**src/rtl/conv_transconv_tile_sequencer.sv**
```systemverilog
// Tile sequencer for the conv/transconv datapath: one start command runs a whole layer of tiles.
// Defining SEQ_PERF_CNT_EN adds the perf_cycles/perf_stalls counters.
module conv_transconv_tile_sequencer #(
   parameter int NUM_BRAMS = 16,
   parameter int W_ADDR_W  = 11,
   parameter int I_ADDR_W  = 10,
   parameter int O_ADDR_W  = 10,
   parameter int LEN_W     = 8,
   parameter int PIPE_LAT  = 4
) (
   input  logic                            clk,
   input  logic                            rst_n,
   input  logic                            start,
   input  logic [1:0]                      cfg_mode,
   input  logic [LEN_W-1:0]                cfg_num_tiles,
   input  logic [LEN_W-1:0]                cfg_tile_len,
   input  logic [W_ADDR_W-1:0]             cfg_w_base,
   input  logic [I_ADDR_W-1:0]             cfg_if_base,
   input  logic [O_ADDR_W-1:0]             cfg_o_base,
   input  logic                            stall,
   input  logic                            ext_read_req,
   output logic                            busy,
   output logic                            done,
   output logic                            err,
   output logic                            start_conv,
   output logic                            start_transconv,
   output logic [NUM_BRAMS-1:0]            w_re_conv,
   output logic [NUM_BRAMS-1:0]            w_re_transconv,
   output logic [NUM_BRAMS*W_ADDR_W-1:0]   w_addr_rd_flat,
   output logic [NUM_BRAMS-1:0]            if_re_conv,
   output logic [NUM_BRAMS-1:0]            if_re_transconv,
   output logic [NUM_BRAMS*I_ADDR_W-1:0]   if_addr_rd_flat,
   output logic [$clog2(NUM_BRAMS)-1:0]    ifmap_sel_transconv,
   output logic [NUM_BRAMS-1:0]            o_we,
   output logic [O_ADDR_W-1:0]             o_addr_wr,
   output logic                            ext_read_gnt,
   output logic [LEN_W-1:0]                tile_idx
`ifdef SEQ_PERF_CNT_EN
   ,
   output logic [31:0]                     perf_cycles,
   output logic [31:0]                     perf_stalls
`endif
);

   localparam int SEL_W = $clog2(NUM_BRAMS);
   localparam int PW    = 2 * LEN_W + 1;
   localparam int DW    = (PIPE_LAT > 1) ? $clog2(PIPE_LAT) : 1;

   typedef enum logic [2:0] {S_IDLE, S_PRIME, S_LOAD, S_DRAIN, S_WB, S_DONE} state_t;

   state_t               state;
   logic                 mode_tc;
   logic [LEN_W-1:0]     tiles_q;
   logic [LEN_W-1:0]     len_q;
   logic [W_ADDR_W-1:0]  w_base_q;
   logic [I_ADDR_W-1:0]  if_base_q;
   logic [O_ADDR_W-1:0]  o_base_q;
   logic [LEN_W-1:0]     k;
   logic [DW-1:0]        drain_cnt;
   logic [W_ADDR_W-1:0]  w_addr;
   logic [I_ADDR_W-1:0]  if_addr;

   logic                 issue;
   logic [LEN_W-1:0]     iss_tile;
   logic [LEN_W-1:0]     iss_k;
   logic [LEN_W-1:0]     last_tile;
   logic [PW-1:0]        tile_off;
   logic [PW-1:0]        w_off;
   logic [PW-1:0]        i_off;

   assign last_tile       = tiles_q - LEN_W'(1);
   assign busy            = (state != S_IDLE);
   assign w_addr_rd_flat  = {NUM_BRAMS{w_addr}};
   assign if_addr_rd_flat = {NUM_BRAMS{if_addr}};

   // Which read (tile, k) gets presented on the next cycle; PRIME and WB launch k=0 of a tile.
   always_comb begin
      issue    = 1'b0;
      iss_tile = '0;
      iss_k    = '0;
      case (state)
         S_PRIME: issue = 1'b1;
         S_LOAD: begin
            iss_tile = tile_idx;
            iss_k    = k;
            issue    = !stall && (k != len_q);
         end
         S_WB: begin
            iss_tile = tile_idx + LEN_W'(1);
            issue    = (tile_idx != last_tile);
         end
         default: ;
      endcase
      tile_off = PW'(iss_tile) * PW'(len_q);
      w_off    = mode_tc ? PW'(iss_k) : tile_off + PW'(iss_k);
      i_off    = mode_tc ? tile_off + PW'(iss_k) : PW'(iss_k);
   end

   always_ff @(posedge clk) begin
      if (!rst_n) begin
         state               <= S_IDLE;
         mode_tc             <= 1'b0;
         tiles_q             <= '0;
         len_q               <= '0;
         w_base_q            <= '0;
         if_base_q           <= '0;
         o_base_q            <= '0;
         k                   <= '0;
         drain_cnt           <= '0;
         w_addr              <= '0;
         if_addr             <= '0;
         done                <= 1'b0;
         err                 <= 1'b0;
         start_conv          <= 1'b0;
         start_transconv     <= 1'b0;
         w_re_conv           <= '0;
         w_re_transconv      <= '0;
         if_re_conv          <= '0;
         if_re_transconv     <= '0;
         ifmap_sel_transconv <= '0;
         o_we                <= '0;
         o_addr_wr           <= '0;
         ext_read_gnt        <= 1'b0;
         tile_idx            <= '0;
      end else begin
         done            <= 1'b0;
         start_conv      <= 1'b0;
         start_transconv <= 1'b0;
         w_re_conv       <= '0;
         w_re_transconv  <= '0;
         if_re_conv      <= '0;
         if_re_transconv <= '0;
         o_we            <= '0;
         ext_read_gnt    <= 1'b0;

         case (state)
            S_IDLE: begin
               if (start) begin
                  mode_tc   <= cfg_mode[0];
                  tiles_q   <= cfg_num_tiles;
                  len_q     <= cfg_tile_len;
                  w_base_q  <= cfg_w_base;
                  if_base_q <= cfg_if_base;
                  o_base_q  <= cfg_o_base;
                  err       <= 1'b0;
                  if (cfg_mode[1] || (cfg_tile_len == '0)) begin
                     err   <= 1'b1;
                     done  <= 1'b1;
                     state <= S_DONE;
                  end else if (cfg_num_tiles == '0) begin
                     done  <= 1'b1;
                     state <= S_DONE;
                  end else begin
                     start_conv      <= !cfg_mode[0];
                     start_transconv <= cfg_mode[0];
                     state           <= S_PRIME;
                  end
               end else begin
                  ext_read_gnt <= ext_read_req;
               end
            end
            S_PRIME: begin
               tile_idx <= '0;
               state    <= S_LOAD;
            end
            S_LOAD: begin
               if (!stall && (k == len_q)) begin
                  drain_cnt <= '0;
                  state     <= S_DRAIN;
               end
            end
            S_DRAIN: begin
               if (!stall) begin
                  if (drain_cnt == DW'(PIPE_LAT - 1)) begin
                     o_we      <= '1;
                     o_addr_wr <= o_base_q + O_ADDR_W'(tile_idx);
                     state     <= S_WB;
                  end else begin
                     drain_cnt <= drain_cnt + DW'(1);
                  end
               end
            end
            S_WB: begin
               if (tile_idx == last_tile) begin
                  done  <= 1'b1;
                  state <= S_DONE;
               end else begin
                  tile_idx <= tile_idx + LEN_W'(1);
                  state    <= S_LOAD;
               end
            end
            S_DONE: begin
               ext_read_gnt <= ext_read_req;
               state        <= S_IDLE;
            end
            default: state <= S_IDLE;
         endcase

         // A stalled or finished tile leaves the addresses parked and the enables low.
         if (issue) begin
            k                   <= iss_k + LEN_W'(1);
            w_addr              <= w_base_q + W_ADDR_W'(w_off);
            if_addr             <= if_base_q + I_ADDR_W'(i_off);
            ifmap_sel_transconv <= mode_tc ? SEL_W'(iss_k) : '0;
            w_re_conv           <= mode_tc ? '0 : '1;
            w_re_transconv      <= mode_tc ? '1 : '0;
            if_re_conv          <= mode_tc ? '0 : NUM_BRAMS'(1);
            if_re_transconv     <= mode_tc ? '1 : '0;
         end
      end
   end

`ifdef SEQ_PERF_CNT_EN
   // Saturating counters, zeroed on an accepted start and frozen while idle.
   always_ff @(posedge clk) begin
      if (!rst_n) begin
         perf_cycles <= '0;
         perf_stalls <= '0;
      end else if (state == S_IDLE) begin
         if (start) begin
            perf_cycles <= '0;
            perf_stalls <= '0;
         end
      end else begin
         if (perf_cycles != '1)
            perf_cycles <= perf_cycles + 32'd1;
         if (stall && ((state == S_LOAD) || (state == S_DRAIN)) && (perf_stalls != '1))
            perf_stalls <= perf_stalls + 32'd1;
      end
   end
`endif

endmodule
```
**config.mk**
```make
export PLATFORM = sky130hd
export DESIGN_NAME = conv_transconv_tile_sequencer
export DESIGN_NICKNAME = d
export VERILOG_FILES = /design/src/rtl/conv_transconv_tile_sequencer.sv
export SDC_FILE = /design/constraint.sdc
export NUM_CORES = 1
export LEC_CHECK = 0
export ABC_AREA = 1
export BUFFER_PORTS_ARGS = -buffer_cell sky130_fd_sc_hd__clkbuf_2
export CAP_MARGIN = 20
export CORE_AREA = 8 8 189 191
export DETAILED_ROUTE_END_ITERATION = 16
export DIE_AREA = 0 0 197 199
export HOLD_SLACK_MARGIN = 0.05
export PLACE_DENSITY = 0.69
export SETUP_SLACK_MARGIN = 0.15
export SLEW_MARGIN = 20
export SYNTH_ARGS = -nofsm -noshare
export SYNTH_HDL_FRONTEND = slang
export SYNTH_SLANG_ARGS = --single-unit
```
**constraint.sdc**
```tcl
create_clock -name clk -period 16.3 [get_ports clk]
set_clock_uncertainty 0.2 [all_clocks]
set_input_delay 4.075 -clock clk [delete_from_list [all_inputs] [get_ports clk]]
set_output_delay 4.075 -clock clk [all_outputs]
set_load 0.005 [all_outputs]
```
== Word-level counts from Yosys, hierarchy flattened ==
Index checks and enable logic that the tools add are counted.
Operators by class
  add/subtract/negate cells: 8
  multiplexer cells: 32
  reduce and logical (&&, ||, !) cells: 19
  $mul: 1
  bitwise logic cells: 5
  equality and inequality tests: 16
Operators with widths (number)
  $mux 16: 3
  $pmux 8 s2: 2
  $mux 3: 7
  $add 8x1->8 const B: 2
  $eq 8x8->1: 2
  $logic_not 8->1: 2
  $mux 8: 2
  $ne 8x8->1: 2
  $pmux 3 s5: 1
  $ne 2x2->1 const B: 6
  $add 11x11->11: 1
  $add 11x8->11: 1
  $mul 8x8->11: 1
  $mux 11: 1
  $add 10x10->10: 1
  $add 10x8->10: 1
  $mux 10: 1
  $reduce_and 4->1: 2
  $sub 8x1->8 const B: 1
  $mux 1: 7
  $eq 3x2->1 const B: 2
  $eq 3x3->1 const B: 2
  $mux 2: 3
  $reduce_and 2->1: 3
  17 further kinds: 25
Storage, ports and cells
  output and inout port bits: 444
  bits in registers: 173

== Longest topological paths before layout ==
  depth in word-level cells: 6
  mapped depth: 36
  depth with buffers taken out: 36

== Least setup slack after synthesis ==
OpenSTA, ideal clock, no wires.
  path kind: register -> register
  from: register tile_idx[1]
  to: register w_addr[10]
  clock period less this slack: 5.832 ns
  stages on the path, launching flop included: 32
  setup slack: 10.468 ns
  data arrival time: 5.524 ns
  cells stage by stage: dfxtp_1 -> ha_1 -> o21ai_0 -> a21oi_1 -> a21oi_1 -> nor2_1 -> fa_1 -> fa_1 -> inv_1 -> fa_1 -> fa_1 -> inv_1 -> ha_1 -> nand2_1 -> nand2_1 -> a31oi_1 -> o21ai_0 -> a21o_1 -> xor2_1 -> inv_1 -> nor2_1 -> ha_1 -> nand2_1 -> nor3_1 -> nand3_1 -> o2111ai_1 -> xor2_1 -> inv_1 -> nand2_1 -> nand3_1 -> nand2_1 -> inv_1
Between the ends
  word-level cells in the longest chain between the ends: 6
Ends and longest elaborated chain
  start, declared: line 37  | output logic [LEN_W-1:0] tile_idx
  start signal, assigned: line 188  | tile_idx <= tile_idx + LEN_W'(1);
  $add 8x1->8: line 89  | iss_tile = tile_idx + LEN_W'(1);
  $pmux 8 s2: line 81  | case (state)
  $mul 8x8->11: line 94  | tile_off = PW'(iss_tile) * PW'(len_q);
  $add 11x8->11
  $mux 11: line 95  | w_off = mode_tc ? PW'(iss_k) : tile_off + PW'(iss_k);
  $add 11x11->11: line 202  | w_addr <= w_base_q + W_ADDR_W'(w_off);
  end signal, assigned: line 202
  end, declared: line 60  | logic [W_ADDR_W-1:0] w_addr;
Several ways; a longest one is shown, not always the timed one.
A chain may end at the register's enable or synchronous reset.

== Final worst setup path ==
  from: register state[1]
  to: register w_addr[10]
Between the ends
  word-level cells in the longest chain between the ends: 6
Ends and longest elaborated chain
  start, declared: line 51  | state_t state;
  start signal, assigned: line 101  | state <= S_IDLE;
  start signal, assigned: line 149  | state <= S_DONE;
  start signal, assigned: line 152  | state <= S_DONE;
  $eq 3x3->1 / $eq 3x2->1 (equally long branches): line 81
  $pmux 8 s2: line 81
  $mul 8x8->11: line 94
  $add 11x8->11
  $mux 11: line 95
  $add 11x11->11: line 202
Several ways; a longest one is shown, not always the timed one.

==> reports/results.ini <==
[place]
numPlacedInstances=1967
place.detailed.hpwl_mm=25.1
gp_routability_congestion=0.852
placement.io_buffers=482

[clock_tree]
ctsHoldBuffers=0
total_cts_buffers=9
clkSlewWorstSetupHoldPaths_ns=0.08
clk_root_buffer_cell=clkbuf_16
post_cts_buffers=0
clkSinkCount=112
post_cts_resized=0
tritoncts_clock_tree=done
clk-insertion-delay-late_ns=0.37
cts-root-to-sink-buffers=2
cts-htree-levels=3

[grt]
use_met3_pct=4.23
via_count_of_the_first_global_routing_pass=8392
antenna_found_initial=0
grt_util_all_layers_pct=14.9
largest_net_degree_at_the_start_of_global_routing=64
top_usage_layer=met2
grt_pass1_wl_mm=47.4
met1_usage_pct=18.2
met2_usage_pct=26.2
grt_total_ovfl=0

[yosys]
seq_area_frac_synth_pct=21.0
async_reset_ff_share_pct=0
syn_area_um2=10700
synth.cells.most_frequent=buf_4, nand2_1, inv_1
synth_warnings=0
ys_seq_elements=112
netlist.area_leader.share_pct=27.8
netlist_instances=1452
yosys.area.top_type=buf_4
postSynthAreaPerCell_um2=7.34
yosys.cell_count.top_type=buf_4
synth_enable_flop_cells=0
synth_area_leaders=buf_4, dfxtp_1, fa_1, ha_1, nand2_1
synthFlopType=dfxtp_1
synth.lib_cells_used.distinct=47

[worst_setup_path]
cp_top_family=adder cells
start_kind=flip-flop
setup.worst_path.class=flip-flop to flip-flop
worst_r2r_path_depth=34
worstSetupEndpoint=w_addr[10]
critical_path_depth=34
critical-path-slowest-cell=fa_1
rr_startpoint=state[1]
critical_path_arrival_ns=6.81
critical-path-top-cell-by-count=inv_1
critical_path.n_buffers_inverters=9
r2r-end=w_addr[10]
critical_path_fanout_max=15
endpoint_kind=flip-flop
required_ns=16.38
cpPeakStageDelay_ns=0.55
reg2reg_slack_ns=9.57
startpoint=state[1]

[finish]
ratio_of_cells_with_drive_above_1_in_the_final_layout_pct=34.5
stdcell_count=1983
antenna_cells=0
area_delta_synth_final_pct=2.12
postLayoutCoreUtil_pct=33.1
nets=1674

[floorplanning]
floorplan.initialDensity_pct=32.5
core-area_um2=32900
die_h_um=199
boundaryPins=498
fp-row-count=67
die_area_um2=39200
dieWidth_um=197

[power_and_ir_drop]
leakage_nw=5.96
power_per_cell_area_nw_per_um2=140
design_power_total_mw=1.53
vdd_drop_max_mv=0.0595

[job]
max-cap-violations=0

[detailed_routing]
wirelength_mm=30.7
route.detailed.wl_per_inst_um=15.5
antenna_violating_nets_post_route=0
drt-pass1-iter-count=5
via_per_inst=4.33
vias=8588
dr.first_iter.drc_count=455
drc=0

[status]
outcome=completed

[timing]
grt_setup_unrepaired=no
period_share_pct=41.3
totalNegativeSetupSlack_ns=0
tightestPinTransition_ns=0.997
maxSlewViolCount=0
period_needed_ns=6.73
achievable-frequency_ghz=0.149
maxSlewHeadroom_pct=33.4
finalHoldViolCount=0
finalSetupViolations=0

[worst_hold_path]
hold_path.class=flip-flop to flip-flop

==> layout by cell type, fill, tap and decap left out, drive strengths merged, types with 9 or more instances in the layout <==
cell	netlist	final
ha	51	51
fa	39	39
nor2	148	148
a21oi	98	98
o21ai	115	115
nand4	9	9
inv	157	159
dfxtp	112	112
nand3	38	38
nand2	169	169
clkbuf	26	492
xor2	29	29
xnor2	18	18
conb	1	15
==> flip-flops by register name, summed over array words and instances (netlist names) <==
| signal | flops |
|---|---|
| drain_cnt | 2 |
| ext_read_gnt | 1 |
| w_addr | 11 |
| state | 3 |
| k | 8 |
| w_re_conv | 1 |
| if_addr | 10 |
| o_base_q | 10 |
| mode_tc | 1 |
| err | 1 |
| if_re_transconv | 1 |
| tile_idx | 8 |
| w_base_q | 11 |
| o_we | 1 |
| start_conv | 1 |
| ifmap_sel_transconv | 4 |
| if_base_q | 10 |
| tiles_q | 8 |
| len_q | 8 |
| done | 1 |
| start_transconv | 1 |
| o_addr_wr | 10 |
==> through the flow <==
step	hold WS [ns]	instance area, µm²	setup WS, ns
floorplan	0.245	10700	10.47
global placement	0.257	10600	9.93
detailed placement	0.262	10600	9.63
CTS	0.274	10900	9.62
global route	0.301	10900	8.98
finish	0.275	10900	9.57
==> worst min path at each step <==
stage | cells past startpoint | to | slack (ns) | startpoint
2_1_floorplan | 2 | if_base_q[9] | 0.24 | if_base_q[9]
3_3_place_gp | 2 | drain_cnt[1] | 0.26 | drain_cnt[1]
3_5_place_dp | 2 | drain_cnt[1] | 0.26 | drain_cnt[1]
4_1_cts | 2 | drain_cnt[1] | 0.27 | drain_cnt[1]
5_1_grt | 2 | drain_cnt[1] | 0.30 | drain_cnt[1]
6_report | 2 | drain_cnt[1] | 0.27 | drain_cnt[1]
==> report_power, final <==
part / total, mW / switching, mW / internal, mW
Clock: 0.238 / 0.112 / 0.126
Combinational: 0.788 / 0.462 / 0.326
Sequential: 0.504 / 0.152 / 0.352
Total: 1.53 / 0.726 / 0.804
==> logic make-up after synthesis <==
kind of cell | synth area share, %
AND/OR/NAND/NOR | 15.1
other | 0.0352
flip-flops | 21.0
AO/OA/AOI/OAI | 11.8
buffers and inverters | 34.9
adder cells (fa/ha/maj) | 13.3
XOR/XNOR | 3.86
==> worst reg2reg max path: cells and delay by family (launching register included) <==
family | cells | cell delay (ns)
AOI/OAI and AO/OA | 5 | 1.13
buffers and inverters | 9 | 0.77
and+or+nand+nor | 12 | 1.48
xor gates and xnor gates | 2 | 0.36
DFF | 1 | 0.36
adders and majority gates | 6 | 2.35
==> cell type report <==
type                            instances  area (µm²)
Timing Repair Buffer                  484        2430
Inverter                              158         594
Fill cell                            3542       22000
Multi-Input combinational cell        765        4750
Sequential cell                       112        2240
Clock inverter                          6        73.8
Tap cell                              448         561
Clock buffer                           10         239
==> metal layers <==
metal | wire length (µm) | vias up | share of wire, %
met5 | 0 | - | 0
met4 | 272 | 0 | 0.89
met3 | 2430 | 18 | 7.9
met2 | 15000 | 309 | 49
met1 | 13000 | 3929 | 42
li1 | - | 4332 | -
No activity file was read; power rests on OpenSTA's default activity.
